## src/rtl/weight_stream_bram.sv

```systemverilog
`default_nettype none
// ============================================================================
// weight_stream_bram : weight block RAM streamed out as bursts via a 2-entry FIFO
// Optional macro WEIGHT_STREAM_WRAP_EN : read pointer wraps DEPTH-1 -> 0
// Rev 1.0
// ============================================================================
module weight_stream_bram #(
  parameter int DATA_W    = 16,
  parameter int DEPTH     = 28,
  parameter int ADDR_W    = 5,
  parameter int LEN_W     = 6,
  parameter     INIT_FILE = "weight_0_0_0.txt"
) (
  input  logic              CLK,
  input  logic              RST_N,
  input  logic              WE,
  input  logic [ADDR_W-1:0] WADDR,
  input  logic [DATA_W-1:0] DI,
  input  logic              START,
  input  logic [ADDR_W-1:0] BASE,
  input  logic [LEN_W-1:0]  LEN,
  output logic              BUSY,
  output logic              DONE,
  output logic              ERR,
  output logic [DATA_W-1:0] DO,
  output logic              DO_VALID,
  input  logic              DO_READY
);

  localparam logic [ADDR_W:0]   c_depth = (ADDR_W+1)'(DEPTH);
  localparam logic [ADDR_W-1:0] c_last  = ADDR_W'(DEPTH - 1);

  typedef enum logic [1:0] {
    S_IDLE  = 2'd0,
    S_RUN   = 2'd1,
    S_DRAIN = 2'd2
  } state_t;

  (* ram_init_file = INIT_FILE *) logic [DATA_W-1:0] r_mem [0:DEPTH-1];
  logic [DATA_W-1:0] r_rd_data;
  logic [DATA_W-1:0] r_fifo [0:1];

  state_t            r_state;
  logic [ADDR_W-1:0] r_ptr;
  logic [LEN_W-1:0]  r_remaining;
  logic              r_inflight;
  logic              r_wr_ptr;
  logic              r_rd_ptr;
  logic [1:0]        r_count;
  logic              r_busy;
  logic              r_done;
  logic              r_err;

  logic              w_pop;
  logic              w_room;
  logic              w_issue;
  logic              w_bad;
  logic              w_waddr_ok;
  logic [ADDR_W-1:0] w_ptr_next;

  assign w_pop      = DO_VALID && DO_READY;
  assign w_waddr_ok = ({1'b0, WADDR} < c_depth);
  // Never let buffered + outstanding words exceed the two FIFO slots.
  assign w_room     = (({1'b0, r_count} + {2'b00, r_inflight}) < (3'd2 + {2'b00, w_pop}));
  assign w_issue    = (r_state == S_RUN) && (r_remaining != '0) && w_room;

`ifdef WEIGHT_STREAM_WRAP_EN
  assign w_ptr_next = (r_ptr == c_last) ? '0 : r_ptr + 1'b1;
  assign w_bad      = ({1'b0, BASE} >= c_depth);
`else
  localparam int c_sum_w = ((ADDR_W > LEN_W) ? ADDR_W : LEN_W) + 1;
  localparam logic [c_sum_w-1:0] c_depth_sum = c_sum_w'(DEPTH);
  logic [c_sum_w-1:0] w_end;

  assign w_end      = c_sum_w'(BASE) + c_sum_w'(LEN);
  assign w_ptr_next = r_ptr + 1'b1;
  assign w_bad      = ({1'b0, BASE} >= c_depth) || (w_end > c_depth_sum);
`endif

  assign BUSY     = r_busy;
  assign DONE     = r_done;
  assign ERR      = r_err;
  assign DO_VALID = (r_count != 2'd0);
  assign DO       = r_fifo[r_rd_ptr];

  // Memory is never reset; nonblocking update gives read-first on collisions.
  always_ff @(posedge CLK) begin
    if (WE && w_waddr_ok) begin
      r_mem[WADDR] <= DI;
    end
    if (w_issue) begin
      r_rd_data <= r_mem[r_ptr];
    end
  end

  always_ff @(posedge CLK or negedge RST_N) begin
    if (!RST_N) begin
      r_state     <= S_IDLE;
      r_ptr       <= '0;
      r_remaining <= '0;
      r_inflight  <= 1'b0;
      r_fifo[0]   <= '0;
      r_fifo[1]   <= '0;
      r_wr_ptr    <= 1'b0;
      r_rd_ptr    <= 1'b0;
      r_count     <= 2'd0;
      r_busy      <= 1'b0;
      r_done      <= 1'b0;
      r_err       <= 1'b0;
    end else begin
      r_done     <= 1'b0;
      r_err      <= 1'b0;
      r_inflight <= w_issue;

      if (r_inflight) begin
        r_fifo[r_wr_ptr] <= r_rd_data;
        r_wr_ptr         <= ~r_wr_ptr;
      end
      if (w_pop) begin
        r_rd_ptr <= ~r_rd_ptr;
      end
      r_count <= r_count + {1'b0, r_inflight} - {1'b0, w_pop};

      case (r_state)
        S_IDLE: begin
          if (START) begin
            if (w_bad) begin
              r_err <= 1'b1;
            end else if (LEN == '0) begin
              r_done <= 1'b1;
            end else begin
              r_ptr       <= BASE;
              r_remaining <= LEN;
              r_busy      <= 1'b1;
              r_state     <= S_RUN;
            end
          end
        end
        S_RUN: begin
          if (w_issue) begin
            r_ptr       <= w_ptr_next;
            r_remaining <= r_remaining - 1'b1;
            if (r_remaining == LEN_W'(1)) begin
              r_state <= S_DRAIN;
            end
          end
        end
        S_DRAIN: begin
          if ((r_count == 2'd0) && !r_inflight) begin
            r_busy  <= 1'b0;
            r_done  <= 1'b1;
            r_state <= S_IDLE;
          end
        end
        default: begin
          r_state <= S_IDLE;
          r_busy  <= 1'b0;
        end
      endcase
    end
  end

endmodule
`default_nettype wire

```

## config.mk

```make
export PLATFORM = sky130hd
export DESIGN_NAME = weight_stream_bram
export DESIGN_NICKNAME = d
export VERILOG_FILES = /design/src/rtl/weight_stream_bram.sv
export SDC_FILE = /design/constraint.sdc
export NUM_CORES = 1
export LEC_CHECK = 0
export BUFFER_PORTS_ARGS = -buffer_cell sky130_fd_sc_hd__buf_2
export CORE_UTILIZATION = 50
export CTS_CLUSTER_SIZE = 10
export DETAILED_ROUTE_END_ITERATION = 12
export PLACE_DENSITY_LB_ADDON = 0.15
export SYNTH_ARGS = -nofsm -noshare
export SYNTH_HDL_FRONTEND = slang
export SYNTH_SLANG_ARGS = --single-unit
```

## constraint.sdc

```tcl
create_clock -name CLK -period 4.1 [get_ports CLK]
set_clock_uncertainty 0.15 [all_clocks]
set_input_delay 0.82 -clock CLK [delete_from_list [all_inputs] [get_ports CLK]]
set_output_delay 0.82 -clock CLK [all_outputs]
set_load 0.02 [all_outputs]
```

=== Yosys cells after proc, flatten, opt, wreduce, memory -nomap -nowiden ===
Memories as Yosys holds them, arrays and structs flattened. A register that Yosys moved wholly into a read port is not among the register bits.
Cells that the tools add are included.

* Bits in writable memories: 448
* Flip-flop bits (word level): 53
* Memories kept: 1
* Input port bits: 37
* Output and inout port bits: 20
* Word-level logic and storage cells: 96

* Mux-type cells: 38
* Magnitude comparators: 7
* Reduce and logical (&&, ||, !) cells: 17
* $add $sub $neg: 7
* Equality and inequality tests: 9
* Bitwise gates (word level): 5

{| class="wikitable"
|+ Memories
! memory !! words !! bits a word !! read ports !! clocked after memory_dff !! write ports !! line !! RTL
|-
| r_mem || 28 || 16 || 1 || 1 || 1 || 39 || <nowiki>(* ram_init_file = INIT_FILE *) logic [DATA_W-1:0] r_mem [0:DEPTH-1];</nowiki>
|}

{| class="wikitable"
|+ Operator list
! operator !! count
|-
| $mux W16 || 4
|-
| $bwmux W32 || 1
|-
| $mux W6 || 4
|-
| $mux W5 || 4
|-
| $demux W16 S1 || 1
|-
| $mux W1 || 13
|-
| $mux W2 || 6
|-
| $pmux W6 S2 || 1
|-
| $ne A2 B2 Y1 const B || 5
|-
| $pmux W5 S2 || 1
|-
| $reduce_and A5 Y1 || 2
|-
| $add A5 B6 Y7 || 1
|-
| $gt A7 B5 Y1 const B || 1
|-
| $eq A6 B1 Y1 const B || 1
|-
| $logic_and A1 B1 Y1 || 6
|-
| $logic_not A6 Y1 || 1
|-
| $pmux W2 S3 || 1
|-
| $reduce_and A6 Y1 || 1
|-
| $reduce_bool A6 Y1 || 1
|-
| $sub A6 B1 Y6 const B || 1
|-
| $add A5 B1 Y5 const B || 1
|-
| $ge A5 B5 Y1 const B || 1
|-
| $lt A5 B5 Y1 const B || 1
|-
| $ge A2 B2 Y1 const B || 2
|-
| 17 further kinds || 22
|}

=== Depth between registers and ports, before layout ===
Gate-level depths: netlist of the first run.

* Depth after elaboration: 7
* Depth in mapped cells: 11
* Mapped depth without buffers: 10

=== Worst setup path before layout of the first run ===
Ideal clock, no wire load.

* Path type: input-to-reg
* Start point: input port BASE[0]
* End point: register r_remaining[5]
* Cell stages on the path: 11
* Arrival: 2.791 ns
* Setup time: 0.121 ns
* Slack: 1.038 ns
* Cell sequence: ha_1 -> inv_1 -> fa_1 -> nand2b_1 -> a21oi_2 -> xnor2_1 -> a2111oi_4 -> o21ai_2 -> and2_4 -> buf_6 -> a22o_1

* Cells in the longest elaborated chain, start to end: 5
* Elaborated cells between the ends (all ways): 6
* Those cells by class: 1 x add/sub; 2 x order compare; 1 x eq/ne; 2 x reduce/logical

{| class="wikitable"
|+ RTL lines
! what !! line !! RTL
|-
| start, declared || 20 || <nowiki>input logic [ADDR_W-1:0] BASE,</nowiki>
|-
| $add A5 B6 Y7 || 75 || <nowiki>assign w_end = c_sum_w'(BASE) + c_sum_w'(LEN);</nowiki>
|-
| $gt A7 B5 Y1 || 77 || <nowiki>assign w_bad = ({1'b0, BASE} >= c_depth) || (w_end > c_depth_sum);</nowiki>
|-
| $logic_or A1 B1 Y1 (*) || 77 ||
|-
| $ne A2 B2 Y1 (no source line) (*) || - ||
|-
| $reduce_and A5 Y1 (no source line) (*) || - ||
|-
| end signal, assigned || 142 || <nowiki>r_remaining <= r_remaining - 1'b1;</nowiki>
|-
| end, declared || 45 || <nowiki>logic [LEN_W-1:0] r_remaining;</nowiki>
|}

Mark *: on every way between the ends. The rest lies on a longest branch, timed or not.
A chain may end at the register's enable or synchronous reset.

=== Worst setup path after layout of the first run ===
* Start point: register r_rd_ptr
* End point: output port DO[5]

* Cells in the longest elaborated chain, start to end: 4

{| class="wikitable"
|+ RTL lines
! what !! line !! RTL
|-
| start, declared || 48 || <nowiki>logic r_rd_ptr;</nowiki>
|-
| start signal, assigned || 120 || <nowiki>r_rd_ptr <= ~r_rd_ptr;</nowiki>
|-
| $not A1 Y2 (not written as such) || 84 || <nowiki>assign DO = r_fifo[r_rd_ptr];</nowiki>
|-
| $mux W16 (not written as such) (3 in a row) || 84 ||
|-
| end, declared || 25 || <nowiki>output logic [DATA_W-1:0] DO,</nowiki>
|}

Every way passes these cells. The select of a mux whose other input is x is not followed.

==> metrics, run 1 <==
CTS tree built; final setup margin 1.110 ns; Critical Path Source Type register; power density cells 651.2 nW/um2; vias per inst 5.862; FP Rows 74; WL/cell 25.23 um; R2R cell count 7; fin nets 1208; crit path kind register to output pin; RSZ-0062 raised after global routing false; ys flop type edfxtp_1; Die H 205.2 um; top cell type's share of synthesized area 67.49%; cell taking the most area after synthesis edfxtp_1; synthesized area per cell 19.66 um2; Die Wd 205.2 um; 1st-iter DRT viols 831; antenna viol nets, final 0; CP Buf/Inv Count 1; worst-path cell chain mux2_2, buf_2; Final Max Slew Viols 0; Slew HR 27.71%; drt first pass iters 5; worst-path fanout max 17; total power 15.22 mW; GPL Wtd Cong 0.8026; CTS max path bufs 3; clock slew seen by the registers of the worst setup and hold paths 0.06 ns; number of synthesized flops with an enable pin 464; top post-synthesis cells by area edfxtp_1, mux4_2, dfrtp_1; wl on met1 18.73 mm; layout cells sized above 1 32.94%; CP arrival 2.02 ns; Tcrit/Tclk final 72.94%; HP Class input port to async pin; register area share after synthesis 73.92%; post-DP HPWL 26.10 mm; Ys Warns 0; CP required 3.13 ns; post-layout util 57.36%; max incr delay on CP 0.84 ns; Final Hold Viols 0; Yosys reg bits 517; P&R area growth vs syn 13.19%; Final Critical Period 2.990 ns; # clock sinks 517; # resized after CTS 0; Inserted Clock Buffers 58; post-CTS setup buffers 0; Post-Syn Area 20640 um2; worst-margin pin slew 1.080 ns; # port buffers 56; ant diodes 0; final WL 43.22 mm; met2 wire length 20.93 mm; Hold-fix buffers, CTS 0; final setup vio count 0; clock root buffer clkbuf_16; synth unique cells 55; post-synthesis async set-or-reset flop share 10.25%; CTS H-tree lvls 2; overall routing resource usage 21.48%; Fmax 334.4 MHz; Initial Util 50.68%; met3 wire len 2.607 mm; Fin Setup TNS 0 ns; critical path capture point type output pin; IO Count 57; first-pass GRT wire length 65.43 mm; die area 42110 um2; maxcap violations 0; grt ovf 0; syn nets 1101; maximum vdd drop 0.4257 mV; largest net degree at the start of global routing 46; status finished, final reports clean; Post-Syn Instances 1050; CP Depth 2; antenna violations before repair 0; placed cell count 1629; leakage power 7.789 nW; Crit-path slowest cell dfrtp_1; delay-heaviest family, CP flip-flops; uppermost layer routed met4; CORE AREA 40740 um2; Setup WS pre-CTS 0.7965 ns; via count 10040; DRC errors left 0; Non-Filler Instances 1713; number of global-route vias before repair 10410; worst skew pair latency 0.61 ns
## cells in the final DEF (no fill, tap or decap), types with 3 or more instances in the layout
master / n
nand2b_1: 4
nor2_1: 19
ha_1: 13
buf_4: 38
inv_1: 14
nand2_1: 56
mux2i_1: 18
mux4_2: 110
mux2_2: 73
o21ai_0: 44
buf_2: 56
a21oi_1: 16
clkbuf_16: 58
or2_2: 5
nor2_2: 24
nand3_1: 8
buf_12: 4
nor3_1: 4
edfxtp_1: 464
nand3b_1: 4
clkbuf_1: 21
a22oi_1: 9
o221ai_1: 9
a31oi_1: 6
dfrtp_1: 49
xnor2_1: 4
xor2_1: 3
## worst register-to-register path, stage by stage, from the launching register on
cell	delay, ns
dfrtp_4	0.69
nor2b_1	0.74
a22oi_1	0.24
nand2_1	0.14
o21ai_0	0.09
nand2_1	0.10
o221ai_1	0.10
o21ai_0	0.43
## synth_stat cells (5+ instances only)
| master | n |
|---|---|
| or2_2 | 5 |
| edfxtp_1 | 464 |
| o221ai_1 | 9 |
| buf_2 | 17 |
| nand2_1 | 56 |
| inv_1 | 14 |
| clkbuf_1 | 24 |
| mux4_2 | 110 |
| mux2_2 | 73 |
| mux2i_1 | 18 |
| nand3_1 | 8 |
| dfrtp_1 | 53 |
| a21oi_1 | 16 |
| a22oi_1 | 9 |
| nor2_1 | 43 |
| ha_1 | 13 |
| o21ai_0 | 44 |
| a31oi_1 | 6 |
## kinds of logic after synthesis
kind of cell             Yosys count  share of synthesized area, %
flip-flops                       517                         73.92
multiplexers                     201                         16.85
adder cells (fa/ha/maj)           14                        0.8849
AO/OA/AOI/OAI                    100                         3.182
AND/OR/NAND/NOR                  146                         3.400
XOR/XNOR                           7                        0.2970
buffers and inverters             65                         1.467
## where the power goes
part / switching (mW) / internal (mW)
clock network: 1.91 / 2.58
logic: 2.06 / 1.97
registers: 0.507 / 6.19
total: 4.47 / 10.7
## flip-flops by register name, summed over array words and instances, names as in the netlist, 2 cells and up
| register | flops |
|---|---|
| r_ptr | 5 |
| r_count | 2 |
| r_rd_data | 16 |
| r_state | 2 |
| r_remaining | 6 |
| r_fifo | 32 |
| r_mem | 448 |
## layout make-up
| cell class | instances | area, um2 |
|---|---|---|
| Fill cell | 3074 | 17370 |
| Tap cell | 532 | 665.6 |
| Clock buffer | 80 | 1544 |
| Timing Repair Buffer | 98 | 645.6 |
| Sequential cell | 517 | 15270 |
| Clock inverter | 4 | 48.80 |
| Inverter | 14 | 52.55 |
| Multi-Input combinational cell | 468 | 5142 |
## stage by stage
stage | cell area [um2] | hold WS, ns
floorplan | 20640 | 0.3133
global placement | 21780 | 0.3270
detailed placement | 21780 | 0.3333
CTS | 23370 | 0.2292
global route | 23370 | 0.2871
finish | 23370 | 0.2285
## metal layers
metal | track usage, % | vias up
met5 | 0 | -
met4 | 6.534 | 0
met3 | 3.991 | 56
met2 | 34.50 | 318
met1 | 30.10 | 5217
li1 | - | 4451
## path summary, 6_finish.rpt
kind	startpoint	to	slack, ns
worst max-delay path	r_rd_ptr	DO[5]	1.11
worst min-delay path	RST_N	r_state[1]	0.23
worst max register to register	r_ptr[1]	r_rd_data[10]	1.14
worst min register to register	r_wr_ptr	r_wr_ptr	0.34
max in group asynchronous	RST_N	r_fifo[29]	2.82
min in group CLK	r_wr_ptr	r_wr_ptr	0.34
(Power assumes the default switching activity.)
==> run 2, diff against run 1 <==
- clock period: 4.1 -> 2.6 ns (I/O delays scaled with it)
==> metrics, run 2 (synthesized netlist as in run 1, its figures left out) <==
CP required 2.80 ns; Final Max Slew Viols 0; critical path capture point type register; post-layout util 59.16%; first-pass GRT wire length 65.29 mm; Critical Path Source Type register; final hold slack 0.04788 ns; # clock sinks 517; Crit-path slowest cell dfrtp_4; max FFs per register 448; max incr delay on CP 0.52 ns; Inserted Clock Buffers 58; placed cell count 1689; worst-path fanout max 10; Tcrit/Tclk final 97.77%; WL/cell 24.35 um; total power 24.69 mW; CTS H-tree lvls 2; worst-path cell chain buf_4, clkbuf_16, mux4_2, mux4_2, mux2_2; CTS max path bufs 3; cell repeated most along the worst path mux4_2; maximum vdd drop 0.5456 mV; CP Buf/Inv Count 2; FP Rows 74; layout cells sized above 1 36.31%; HP Class input port to register; post-DP HPWL 27.06 mm; final setup vio count 0; reg2reg setup slack 0.06 ns; GPL Wtd Cong 0.7805; P&R area growth vs syn 16.74%; Initial Util 50.68%; 1st-iter DRT viols 873; Die H 205.2 um; CORE AREA 40740 um2; leakage power 8.172 nW; IO Count 57; RSZ-0062 raised after global routing false; DRC errors left 0; CP arrival 2.74 ns; Slew HR 55.05%; final WL 43.27 mm; vias per inst 5.766; fin nets 1271; power density cells 1025 nW/um2; drt first pass iters 5; Final Hold Viols 0; clock slew seen by the registers of the worst setup and hold paths 0.06 ns; ant diodes 0; worst skew pair latency 0.61 ns; antenna violations before repair 0; # port buffers 56; Fmax 393.4 MHz; antenna viol nets, final 0; Regs by FF count r_mem (448), r_fifo (32), r_rd_data (16); delay-heaviest family, CP multiplexers; largest net degree at the start of global routing 54; overall routing resource usage 21.42%; most common cell after layout, fill and taps aside edfxtp_1; commonest cells after routing, fill and taps aside edfxtp_1, mux4_2, buf_4, mux2_2, clkbuf_16; CTS tree built; final-layout fill cell count 3000; Die Wd 205.2 um; die area 42110 um2; grt ovf 0; number of global-route vias before repair 10500; largest reg by FF count r_mem; worst-margin pin slew 0.6742 ns; Final Critical Period 2.542 ns; status finished, final reports clean; Non-Filler Instances 1777; maxcap violations 0; clock root buffer clkbuf_16; crit path kind register to register; via count 10250
==> run 2: per-layer routing <==
metal	wire, um	track usage (%)
met5	0	0
met4	826	6.190
met2	21180	34.88
met3	2318	3.484
met1	18940	30.06
==> run 2: power by group <==
group	internal [mW]	switching (mW)	leakage, nW	total, mW
clock	4.04	3.00	0.765	7.04
combinational	3.64	3.71	2.59	7.36
sequential	9.77	0.525	4.81	10.3
==> run 2: per-stage QoR <==
step | TNS [ns] | cell area, um2 | setup WS, ns
after floorplan | -0.5380 | 20680 | -0.1048
after global placement | -1.190 | 22460 | -0.2089
after detailed placement | -1.567 | 22460 | -0.3078
after CTS | 0 | 24050 | 0.003306
after global routing | 0 | 24100 | 0.002772
final | 0 | 24100 | 0.05801
==> run 2: worst reg2reg max path: cells and delay by family (launching register included) <==
kind                   cells  cell delay [ns]
muxes                      3             1.26
buffers and inverters      2             0.34
DFF                        1             0.52
==> run 2: path summary, 6_finish.rpt <==
path	start	endpoint	depth (start not counted)
worst min-delay path	START	DONE	3
worst max-delay path	r_ptr[0]	r_rd_data[15]	5
min in group asynchronous	RST_N	DONE	3
max in group asynchronous	RST_N	r_ptr[0]	3
worst min register to register	r_wr_ptr	r_wr_ptr	1
worst max register to register	r_ptr[0]	r_rd_data[15]	5
==> run 2: area by class of cell <==
| type | instances | area (um2) | area share (%) |
|---|---|---|---|
| repair buffers | 161 | 1359 | 5.638 |
| inverters | 14 | 52.55 | 0.2180 |
| clock inverters | 5 | 47.55 | 0.1973 |
| multi-input cells | 468 | 5172 | 21.46 |
| flip-flops and latches | 517 | 15270 | 63.36 |
| well taps | 532 | 665.6 | 2.762 |
| clock buffers | 80 | 1534 | 6.365 |
==> run 2: repair_timing <==
item                                   CTS  global route
hold buffers                             1             0
resized for setup                        0             9
endpoints found under the hold margin   53             0
setup buffers                            0             1
setup endpoints to repair                0            11
